==> config.mk <==
export PLATFORM = sky130hd
export DESIGN_NAME = slow_clock_monitor_flat
export DESIGN_NICKNAME = d
export VERILOG_FILES = /design/src/rtl/slow_clock_monitor_if.sv /design/src/rtl/slow_clock_monitor.sv /design/src/flat_wrapper.sv
export SDC_FILE = /design/constraint.sdc
export NUM_CORES = 1
export LEC_CHECK = 0
export CORE_ASPECT_RATIO = 1.5
export CORE_UTILIZATION = 55
export DETAILED_ROUTE_END_ITERATION = 16
export GPL_TIMING_DRIVEN = 0
export PLACE_DENSITY_LB_ADDON = 0.3
export RECOVER_POWER = 50
export SETUP_SLACK_MARGIN = 0.5
export SLEW_MARGIN = 40
export SYNTH_ARGS = -nofsm -noshare
export SYNTH_HDL_FRONTEND = slang
export SYNTH_SLANG_ARGS = --single-unit
==> constraint.sdc <==
create_clock -name clk -period 3.6 [get_ports clk]
set_input_delay 0.54 -clock clk [delete_from_list [all_inputs] [get_ports clk]]
set_output_delay 0.54 -clock clk [all_outputs]
set_load 0.03 [all_outputs]
==> src/rtl/slow_clock_monitor_if.sv <==
// Result bundle of slow_clock_monitor: edge pulse, period and gate-window edge count.
// With MINMAX_EN defined it also carries the running min/max period.
interface slow_clock_monitor_if #(
  parameter int CNT_W  = 28,
  parameter int FREQ_W = 16
);
  logic              edge_tick;
  logic [CNT_W-1:0]  period;
  logic              period_valid;
  logic [FREQ_W-1:0] freq_count;
  logic              freq_valid;
  logic              stuck;
`ifdef MINMAX_EN
  logic [CNT_W-1:0]  period_min;
  logic [CNT_W-1:0]  period_max;
`endif

  modport master (
    output edge_tick, period, period_valid, freq_count, freq_valid, stuck
`ifdef MINMAX_EN
    , period_min, period_max
`endif
  );

  modport slave (
    input edge_tick, period, period_valid, freq_count, freq_valid, stuck
`ifdef MINMAX_EN
    , period_min, period_max
`endif
  );
endinterface

==> src/rtl/slow_clock_monitor.sv <==
// Synchronises a slow divider output, measures its period, counts edges per gate
// window and flags a stuck clock. Optional MINMAX_EN adds min/max period tracking.
module slow_clock_monitor #(
  parameter int SYS_CLK = 100000000,
  parameter int GATE    = SYS_CLK,
  parameter int TIMEOUT = 2 * SYS_CLK,
  parameter int CNT_W   = 28,
  parameter int FREQ_W  = 16
) (
  input  logic clk,
  input  logic rst,
  input  logic en_i,
  input  logic clk_in_i,
`ifdef MINMAX_EN
  input  logic minmax_clr_i,
`endif
  slow_clock_monitor_if.master mon_o
);
  typedef enum logic [1:0] {IDLE, MEASURE, STUCK} state_t;

  localparam logic [CNT_W-1:0] GATE_LAST = CNT_W'(GATE - 1);
  localparam logic [CNT_W-1:0] TO_LAST   = CNT_W'(TIMEOUT - 1);

  state_t            state_q;
  logic              s1_q, s2_q, s3_q;
  logic [CNT_W-1:0]  cnt_q, gate_q, period_q;
  logic [FREQ_W-1:0] edge_acc_q, freq_q;
  logic              edge_tick_q, period_valid_q, freq_valid_q, stuck_q;

  logic              rise;
  logic              gate_wrap;
  logic [CNT_W-1:0]  period_d;
  logic [FREQ_W-1:0] acc_d;

  assign rise      = s2_q & ~s3_q & en_i;
  assign gate_wrap = en_i && (gate_q == GATE_LAST);
  assign period_d  = (cnt_q == '1) ? cnt_q : cnt_q + 1'b1;
  assign acc_d     = (rise && edge_acc_q != '1) ? edge_acc_q + 1'b1 : edge_acc_q;

  // The synchroniser keeps sampling while disabled so re-enable sees a settled level.
  always_ff @(posedge clk) begin
    if (rst) begin
      s1_q <= 1'b0;
      s2_q <= 1'b0;
      s3_q <= 1'b0;
    end else begin
      s1_q <= clk_in_i;
      s2_q <= s1_q;
      s3_q <= s2_q;
    end
  end

  always_ff @(posedge clk) begin
    if (rst) begin
      state_q        <= IDLE;
      cnt_q          <= '0;
      gate_q         <= '0;
      period_q       <= '0;
      edge_acc_q     <= '0;
      freq_q         <= '0;
      edge_tick_q    <= 1'b0;
      period_valid_q <= 1'b0;
      freq_valid_q   <= 1'b0;
      stuck_q        <= 1'b0;
    end else begin
      edge_tick_q    <= rise;
      period_valid_q <= 1'b0;
      freq_valid_q   <= 1'b0;
      if (en_i) begin
        gate_q <= gate_wrap ? '0 : gate_q + 1'b1;
        if (gate_wrap) begin
          freq_q       <= acc_d;
          freq_valid_q <= 1'b1;
          edge_acc_q   <= '0;
        end else begin
          edge_acc_q <= acc_d;
        end

        // cnt_q doubles as the no-edge timeout counter in IDLE and MEASURE.
        case (state_q)
          IDLE: begin
            if (rise) begin
              state_q <= MEASURE;
              cnt_q   <= '0;
            end else if (cnt_q == TO_LAST) begin
              state_q <= STUCK;
              stuck_q <= 1'b1;
              cnt_q   <= '0;
            end else begin
              cnt_q <= cnt_q + 1'b1;
            end
          end
          MEASURE: begin
            if (rise) begin
              period_q       <= period_d;
              period_valid_q <= 1'b1;
              cnt_q          <= '0;
            end else if (cnt_q == TO_LAST) begin
              state_q <= STUCK;
              stuck_q <= 1'b1;
              cnt_q   <= '0;
            end else begin
              cnt_q <= cnt_q + 1'b1;
            end
          end
          STUCK: begin
            cnt_q <= '0;
            if (rise) begin
              state_q <= MEASURE;
              stuck_q <= 1'b0;
            end
          end
          default: begin
            state_q <= IDLE;
            cnt_q   <= '0;
          end
        endcase
      end
    end
  end

`ifdef MINMAX_EN
  logic [CNT_W-1:0] period_min_q, period_max_q;

  always_ff @(posedge clk) begin
    if (rst || minmax_clr_i) begin
      period_min_q <= '1;
      period_max_q <= '0;
    end else if (rise && state_q == MEASURE) begin
      if (period_d < period_min_q) period_min_q <= period_d;
      if (period_d > period_max_q) period_max_q <= period_d;
    end
  end

  assign mon_o.period_min = period_min_q;
  assign mon_o.period_max = period_max_q;
`endif

  assign mon_o.edge_tick    = edge_tick_q;
  assign mon_o.period       = period_q;
  assign mon_o.period_valid = period_valid_q;
  assign mon_o.freq_count   = freq_q;
  assign mon_o.freq_valid   = freq_valid_q;
  assign mon_o.stuck        = stuck_q;
endmodule

==> src/flat_wrapper.sv <==
// flat-port wrapper written by rule: the top's interface ports become plain ports
module slow_clock_monitor_flat 
#(
  parameter int SYS_CLK = 100000000,
  parameter int GATE    = SYS_CLK,
  parameter int TIMEOUT = 2 * SYS_CLK,
  parameter int CNT_W   = 28,
  parameter int FREQ_W  = 16
)
  (clk, rst, en_i, clk_in_i, mon_o_edge_tick, mon_o_period, mon_o_period_valid, mon_o_freq_count, mon_o_freq_valid, mon_o_stuck);
  slow_clock_monitor_if #(.CNT_W(CNT_W), .FREQ_W(FREQ_W)) mon_o_i ();
  input  logic clk;
  input  logic rst;
  input  logic en_i;
  input  logic clk_in_i;
  output wire logic [$bits(mon_o_i.edge_tick)-1:0] mon_o_edge_tick;
  output wire logic [$bits(mon_o_i.period)-1:0] mon_o_period;
  output wire logic [$bits(mon_o_i.period_valid)-1:0] mon_o_period_valid;
  output wire logic [$bits(mon_o_i.freq_count)-1:0] mon_o_freq_count;
  output wire logic [$bits(mon_o_i.freq_valid)-1:0] mon_o_freq_valid;
  output wire logic [$bits(mon_o_i.stuck)-1:0] mon_o_stuck;
  assign mon_o_edge_tick = mon_o_i.edge_tick;
  assign mon_o_period = mon_o_i.period;
  assign mon_o_period_valid = mon_o_i.period_valid;
  assign mon_o_freq_count = mon_o_i.freq_count;
  assign mon_o_freq_valid = mon_o_i.freq_valid;
  assign mon_o_stuck = mon_o_i.stuck;
  slow_clock_monitor #(.SYS_CLK(SYS_CLK), .GATE(GATE), .TIMEOUT(TIMEOUT), .CNT_W(CNT_W), .FREQ_W(FREQ_W)) u_core (.clk(clk), .rst(rst), .en_i(en_i), .clk_in_i(clk_in_i), .mon_o(mon_o_i));
endmodule
-- Word level (Yosys, flattened, before mapping)
Cells that the tools add are included.
Widths: inputs -> output; s select.
- flip-flop bits (word level): 125
- latch bits: 0
- memory bits (writable): 0
- memory bits (read-only): 0
- input port bits: 4
- output and inout bits: 48
- memories: 0
- $add $sub $neg: 3
- $mul: 0
- div/mod/pow operators: 0
- magnitude comparators: 0
- equality and inequality tests: 10
- shifts and indexed selects: 0
- muxes and demuxes: 18
- bitwise gates (word level): 5
- reduce and logical (&&, ||, !) cells: 11
- operator list (operator ; count):
    $mux 28 ; 5
    $add 28x1->28 const B ; 2
    $eq 28x28->1 const B ; 2
    $mux 16 ; 2
    $eq 28x27->1 const B ; 1
    $add 16x1->16 const B ; 1
    $ne 16x16->1 const B ; 1
    $mux 2 ; 4
    $pmux 2 s3 ; 1
    $reduce_and 3->1 ; 2
    $mux 1 ; 5
    $reduce_and 5->1 ; 1
    $ne 2x1->1 const B ; 2
    $ne 2x2->1 const B ; 2
    $reduce_or 2->1 ; 2
    $not 1->1 ; 3
    $reduce_or 3->1 ; 1
    $and 1x1->1 ; 2
    $eq 2x1->1 const B ; 1
    $eq 2x2->1 const B ; 1
    $logic_and 1x1->1 ; 2
    $logic_not 2->1 ; 1
    $pmux 1 s2 ; 1
    $reduce_and 2->1 ; 1
    $reduce_bool 2->1 ; 1

-- Logic depth before layout (Yosys ltp)
Gate-level depths: netlist of the first run.
- word-level depth: 6
- depth in mapped cells: 9
- gate-level depth less buffers: 6

-- Least setup slack after synthesis of the first run
Ideal clock, no wire load.
- path type: input -> register
- from: input en_i
- to: register u_core.edge_acc_q[11]
- library setup time: 0.118 ns
- arrival: 2.091 ns
- data required time: 3.482 ns
- path slack: 1.391 ns
- cell stages on the path: 9
- path through: buf_2 > and3_1 > buf_2 > nand3_1 > nor4_4 > or2_1 > buf_4 > buf_6 > nor2_1
- longest elaborated chain between the ends: 4
- ends and longest elaborated chain (element ; line ; RTL):
    from (decl) ; flat_wrapper.sv:14 ; input logic en_i;
    $and 1x1->1 ; slow_clock_monitor.sv:35 ; assign rise = s2_q & ~s3_q & en_i;
    $logic_and 1x1->1 ; slow_clock_monitor.sv:38 ; assign acc_d = (rise && edge_acc_q != '1) ? edge_acc_q + 1'b1 : edge_acc_q;
    $mux 16 ; slow_clock_monitor.sv:38 ;
    $mux 16 ; slow_clock_monitor.sv:71 ; if (gate_wrap) begin
    to (signal assigned) ; slow_clock_monitor.sv:59 ; edge_acc_q <= '0;
    to (signal assigned) ; slow_clock_monitor.sv:74 ; edge_acc_q <= '0;
    to (signal assigned) ; slow_clock_monitor.sv:76 ; edge_acc_q <= acc_d;
    to (decl) ; slow_clock_monitor.sv:27 ; logic [FREQ_W-1:0] edge_acc_q, freq_q;
Several ways; a longest one is shown, not always the timed one.
A chain may end at the register's enable or synchronous reset.

-- Worst setup path after layout of the first run
- from: register u_core.gate_q[0]
- to: register u_core.freq_q[1], in the netlist u_core.mon_o.freq_count[1]
- longest elaborated chain between the ends: 3
- ends and longest elaborated chain (element ; line ; RTL):
    from (decl) ; slow_clock_monitor.sv:26 ; logic [CNT_W-1:0] cnt_q, gate_q, period_q;
    from (signal assigned) ; slow_clock_monitor.sv:70 ; gate_q <= gate_wrap ? '0 : gate_q + 1'b1;
    $eq 28x27->1 ; slow_clock_monitor.sv:36 ; assign gate_wrap = en_i && (gate_q == GATE_LAST);
    $logic_and 1x1->1 ; slow_clock_monitor.sv:36 ;
    $reduce_and 2->1 (no source line) ; - ;
    to (signal assigned) ; slow_clock_monitor.sv:60 ; freq_q <= '0;
    to (signal assigned) ; slow_clock_monitor.sv:72 ; freq_q <= acc_d;
    to (decl) ; slow_clock_monitor.sv:27 ;
Every way passes these cells.

==> flow_summary.toml, run 1 <==
[status]
status = "completed"

[finish]
fill_cells = 816
multiInputGateArea_sq_um = 3115
fin_area_sq_um = 7083
drive_gt1_frac = 0.07835
syn2layout_area_growth_pct = 20.52
diodes = 0
nets = 747
regArea_sq_um = 2502

[routing]
vias_per_cell = 5.996
vias = 5360
antenna_left = 0
wl_per_cell_um = 16.75
drc = 0
initialDrtViolationCount = 379
first_pass_iters = 5
wl_um = 14970

[clocking]
clockBufferDepth = 2
clkTransAtPathRegs_ns = 0.06
cts_tree = "yes"
clock_latency_ns = 0.42
cts_setup_buffers = 0
h-tree-depth = 4
cts.sinks = 125
clockRootBuffer = "clkbuf_16"
post_cts_resized = 0
numCtsBuffers = 17
cts_hold_buf = 0

[worst_setup_path]
endpoint_kind = "flip-flop"
startpoint = "u_core.gate_q[0]$_SDFFE_PP0P_"
critical_path.most_common_cell = "clkbuf_1"
path_max_fanout = 10
cp-start-kind = "flip-flop"
cp.required_ns = 3.87
crit_chain = "ha_1 -> and3_1 -> clkbuf_1 -> nand3_1 -> nor4_2 -> clkbuf_1 -> a211oi_1"
crit_family = "simple AND/OR/NAND/NOR gates"
crit_type = "reg -> reg"
rrSetupSlack_ns = 0.67
path_buf_inv = 2
max_stage_delay_ns = 0.87
r2r-start = "u_core.gate_q[0]$_SDFFE_PP0P_"
cp_slowest_cell = "nor4_2"
arrival_ns = 3.21

[logic_synthesis]
syn_inst = 672
ys_ff_latch = 125
synth_area_sq_um = 5877
synth_top_area_cell = "dfxtp_1"
synthArstFlopShare = 0
syn_nets = 679
yosysTopAreaCellShare = 0.4258
synthTopCellsByArea = "dfxtp_1 43%, xor2_1 5.1%, nor2_1 4.9%"
muxShareOfSynthArea = 0.01214
ys_types = 60
synth_simple_gate_area_frac = 0.2970
synth_edf_count = 0
synthTopCellsByCount = "125 x dfxtp_1, 77 x nor2_1, 57 x nand2_1, 34 x xor2_1, 31 x nand3_1"
synth_most_common_cell = "dfxtp_1"
synthAdderAreaFrac = 0.006387
synth_warnings = 0
yosysSeqAreaShare = 0.4258
synth_top_family_by_area = "simple AND/OR/NAND/NOR gates"
synth_compound_area_frac = 0.1282
postSynthAreaPerCell_sq_um = 8.745
ys.flop_type = "dfxtp_1"
synth-xor-area-share = 0.08793

[timing]
tightestPinTransition_ns = 0.9375
timing_hold_violations_final = 0
rsz0062_at_grt = "no"
finalCritPeriodShare = 0.8150
fin_crit_ns = 2.934
worst_slew_margin_rel = 0.3698
slew_violations = 0
setup_violations = 0
fin_hold_ws_ns = 0.4544
setup_tns_ns = 0
fin_worst_skew_ns = 0.008061
setup_slack_ns = 0.6658
max_freq_mhz = 340.8

[worst_hold_path]
hold_class = "reg -> reg"
hp-start = "u_core.s1_q$_SDFF_PP0_"

[die]
start_util = 0.5735
die-area_sq_um = 11110
rows = 45
core_area_sq_um = 10250
pin_count = 52
chipHeight_um = 128.6
die_w_um = 86.40

[placed_design]
gp_congestion = 0.8919
io_buffers = 49
dpl.hpwl_um = 10560
pre_cts_ws_ns = 0.8000
place_area_sq_um = 6549

[global_routing]
grt_util_met3 = 0.06222
grt_max_degree = 17
top_usage_layer = "met2"
grt_pass1_wl_um = 23830
grt_use_met1 = 0.2975
grt_pass1_vias = 5013
antenna_found_initial = 0
grtUsageMet2 = 0.4860
groute.usage.overall = 0.2783
gr-total-overflow = 0

[power]
vdd_ir_drop_max_mv = 0.3024
sw_frac_of_total = 0.2344
share_comb_of_total_power = 0.035
clkPwrFrac = 0.509
pwr_density_cell_nw_per_um2 = 439.7
p_leak_nw = 2.589
p_switching_uw = 730.0
intPower_mw = 2.384
pwr-share-seq = 0.456

[flow_run]
drv_cap = 0
area by class of cell:
cell class | count | area share
repair buffers | 49 | 0.06925
inverters | 14 | 0.007419
plain buffers | 38 | 0.02738
multi-input cells | 495 | 0.4399
flip-flops and latches | 125 | 0.3533
well taps | 141 | 0.02491
clock buffers | 17 | 0.06006
clock inverters | 15 | 0.01784
power groups by stage:
stage	combinational (mW)	clock [mW]	sequential (mW)
floorplan	0.0756	0	1.45
global placement	0.106	0	1.45
detailed placement	0.109	0	1.45
CTS	0.110	1.59	1.42
global route	0.120	1.66	1.42
finish	0.110	1.59	1.42
layer usage:
| layer | wire [um] | vias to the layer above |
|---|---|---|
| li1 | - | 2542 |
| met1 | 5644 | 2529 |
| met2 | 7726 | 232 |
| met3 | 860 | 57 |
| met4 | 741 | 0 |
| met5 | 0 | - |
final timing paths:
| check | to | cells past startpoint |
|---|---|---|
| hold reg to reg | u_core.s2_q$_SDFF_PP0_ | 1 |
| setup reg to reg | u_core.mon_o.freq_count[1]$_SDFFE_PP0P_ | 7 |
| hold / removal | u_core.s2_q$_SDFF_PP0_ | 1 |
| setup / recovery | u_core.mon_o.freq_count[1]$_SDFFE_PP0P_ | 7 |
flip-flops by register name (all words and copies together), names as in the netlist, 2 cells and up:
name	flops
u_core.edge_acc_q	16
u_core.mon_o.freq_count	16
u_core.cnt_q	28
u_core.gate_q	28
u_core.state_q	2
u_core.mon_o.period	28
kinds of logic (layout without fill, tap and decap cells):
| logic type | Yosys count | count (layout) |
|---|---|---|
| adders and majority gates | 3 | 3 |
| AOI/OAI and AO/OA | 103 | 103 |
| and+or+nand+nor | 323 | 323 |
| DFF | 125 | 125 |
| buffers and inverters | 52 | 133 |
| muxes | 7 | 7 |
| xor gates and xnor gates | 59 | 59 |
per-stage QoR:
stage	instances	utilization	power [mW]
finish	894	0.6912	3.114
global route	894	0.6912	3.203
CTS	894	0.6929	3.120
detailed placement	862	0.6391	1.557
global placement	862	0.6386	1.553
floorplan	672	-	1.522
cell usage in the layout (no fill, tap or decap), types with 20 or more instances in the layout:
master / count
dlygate4sd3_1: 48
dfxtp_1: 125
nand2b_1: 29
a22oi_1: 23
xnor2_1: 25
clkbuf_1: 24
nand3_1: 31
nor2_1: 77
xor2_1: 34
nand2_1: 57
nor3_1: 24
nand4_1: 20
Power figures use the tool's default switching activity.
==> run 2: changes to the inputs <==
- clock period: 3.6 -> 2.86 ns (I/O delays scaled with it)
==> flow_summary.toml, run 2 (synthesized netlist as in run 1, its figures left out) <==
[global_routing]
grt_max_degree = 17
grt_pass1_vias = 5077
grt_pass1_wl_um = 24040
groute.usage.overall = 0.2810
antenna_found_initial = 0
gr-total-overflow = 0

[placed_design]
pre_cts_ws_ns = 0.1143
placed_cells = 862
gp_congestion = 0.8919
io_buffers = 49
dpl.hpwl_um = 10560

[worst_setup_path]
cp_slowest_cell = "or4_4"
crit_type = "reg -> reg"
critical_path.most_common_cell = "buf_6"
path_buf_inv = 3
endpoint_kind = "flip-flop"
arrival_ns = 2.77
crit_family = "simple AND/OR/NAND/NOR gates"
max_stage_delay_ns = 0.52
cp-start-kind = "flip-flop"
path_max_fanout = 10
crit_chain = "buf_6 -> or4_4 -> or2_0 -> nor4_1 -> clkbuf_1 -> buf_6 -> nor2_1 -> a211oi_1"
cp.required_ns = 3.19

[timing]
worst_slew_margin_rel = 0.3029
slew_violations = 0
timing_hold_violations_final = 0
finalCritPeriodShare = 0.8522
fin_worst_skew_ns = 0.009551
fin_crit_ns = 2.437
fin_hold_ws_ns = 0.3609
rsz0062_at_grt = "yes"
setup_tns_ns = 0
max_freq_mhz = 410.3
setup_violations = 0
setup_slack_ns = 0.4228
tightestPinTransition_ns = 1.039

[clocking]
clock_latency_ns = 0.43
clockRootBuffer = "clkbuf_16"
clockBufferDepth = 2
clkTransAtPathRegs_ns = 0.06
cts_tree = "yes"
cts.sinks = 125
h-tree-depth = 4
numCtsBuffers = 17
cts_hold_buf = 0

[routing]
vias = 5443
wl_um = 15260
antenna_left = 0
wl_per_cell_um = 16.88
drc = 0
initialDrtViolationCount = 378
vias_per_cell = 6.021
first_pass_iters = 6

[flow_run]
drv_cap = 0

[power]
clkPwrFrac = 0.509
pwr-share-seq = 0.455
intPower_mw = 3.003
p_leak_nw = 2.632
sw_frac_of_total = 0.2358
vdd_ir_drop_max_mv = 0.3872
pwr_density_cell_nw_per_um2 = 549.5
p_switching_uw = 926.7
share_comb_of_total_power = 0.036

[die]
die-area_sq_um = 11110
die_w_um = 86.40
rows = 45
pin_count = 52
chipHeight_um = 128.6
start_util = 0.5735
core_area_sq_um = 10250

[finish]
most-common-layout-cells = "123 x dfxtp_1, 76 x nor2_1, 57 x nand2_1"
nets = 757
diodes = 0
syn2layout_area_growth_pct = 21.67
drive_gt1_frac = 0.09174
stdcell_count = 904
final_common_cell = "dfxtp_1"

[status]
status = "completed"

[worst_hold_path]
hold_class = "in -> reg"
[run 2: cell types whose count changed in the layout (fill, tap and decap cells not counted), sizes merged]
cell,change
clkbuf,+6
buf,+4
[run 2: layout make-up]
type | instances | area [sq um]
buffer | 38 | 210.2
clock buffer | 17 | 425.4
clock inverter | 15 | 126.4
fill | 801 | 3097
inverter | 14 | 52.55
multi-input combinational | 495 | 3108
sequential | 125 | 2505
tap | 141 | 176.4
timing repair buffer | 59 | 546.8
[run 2: metrics by stage]
step	area [sq um]	power [mW]	util
3_5_place_dp	6549	1.960	0.6391
3_3_place_gp	6544	1.955	0.6386
6_report	7151	3.929	0.6978
2_1_floorplan	5877	1.916	-
5_1_grt	7151	4.036	0.6978
4_1_cts	7153	3.928	0.6980
[run 2: routing by layer]
metal,GRT usage,vias up,routed length [um]
li1,-,2561,-
met1,0.2975,2568,5666
met2,0.4949,246,7953
met3,0.06671,68,890
met4,0.1804,0,753
met5,0,-,0
[run 2: power by group through the flow]
stage | combinational [mW] | clock (mW) | sequential (mW)
2_1_floorplan | 0.0951 | 0 | 1.82
3_3_place_gp | 0.134 | 0 | 1.82
3_5_place_dp | 0.138 | 0 | 1.82
4_1_cts | 0.139 | 2.00 | 1.78
5_1_grt | 0.153 | 2.09 | 1.79
6_report | 0.142 | 2.00 | 1.79
[run 2: worst reg2reg max path, cell delays in order (launching register included)]
cell,delay [ns]
dfxtp_1,0.30
buf_6,0.13
or4_4,0.52
or2_0,0.24
nor4_1,0.48
clkbuf_1,0.24
buf_6,0.17
nor2_1,0.05
a211oi_1,0.22
[run 2: timing repair]
item,in CTS,in global routing
buffers inserted,6,4
resized for setup,5,9
pin swaps,3,1
endpoints found under the setup margin,93,52
[run 2: worst paths after layout]
kind | start | end | slack (ns) | cells after the start
max | u_core.gate_q[8]$_SDFFE_PP0P_ | u_core.mon_o.freq_count[1]$_SDFFE_PP0P_ | 0.42 | 8
min | en_i | u_core.mon_o.edge_tick$_SDFF_PP0_ | 0.36 | 3
max reg2reg | u_core.gate_q[8]$_SDFFE_PP0P_ | u_core.mon_o.freq_count[1]$_SDFFE_PP0P_ | 0.42 | 8
min reg2reg | u_core.s1_q$_SDFF_PP0_ | u_core.s2_q$_SDFF_PP0_ | 0.46 | 1
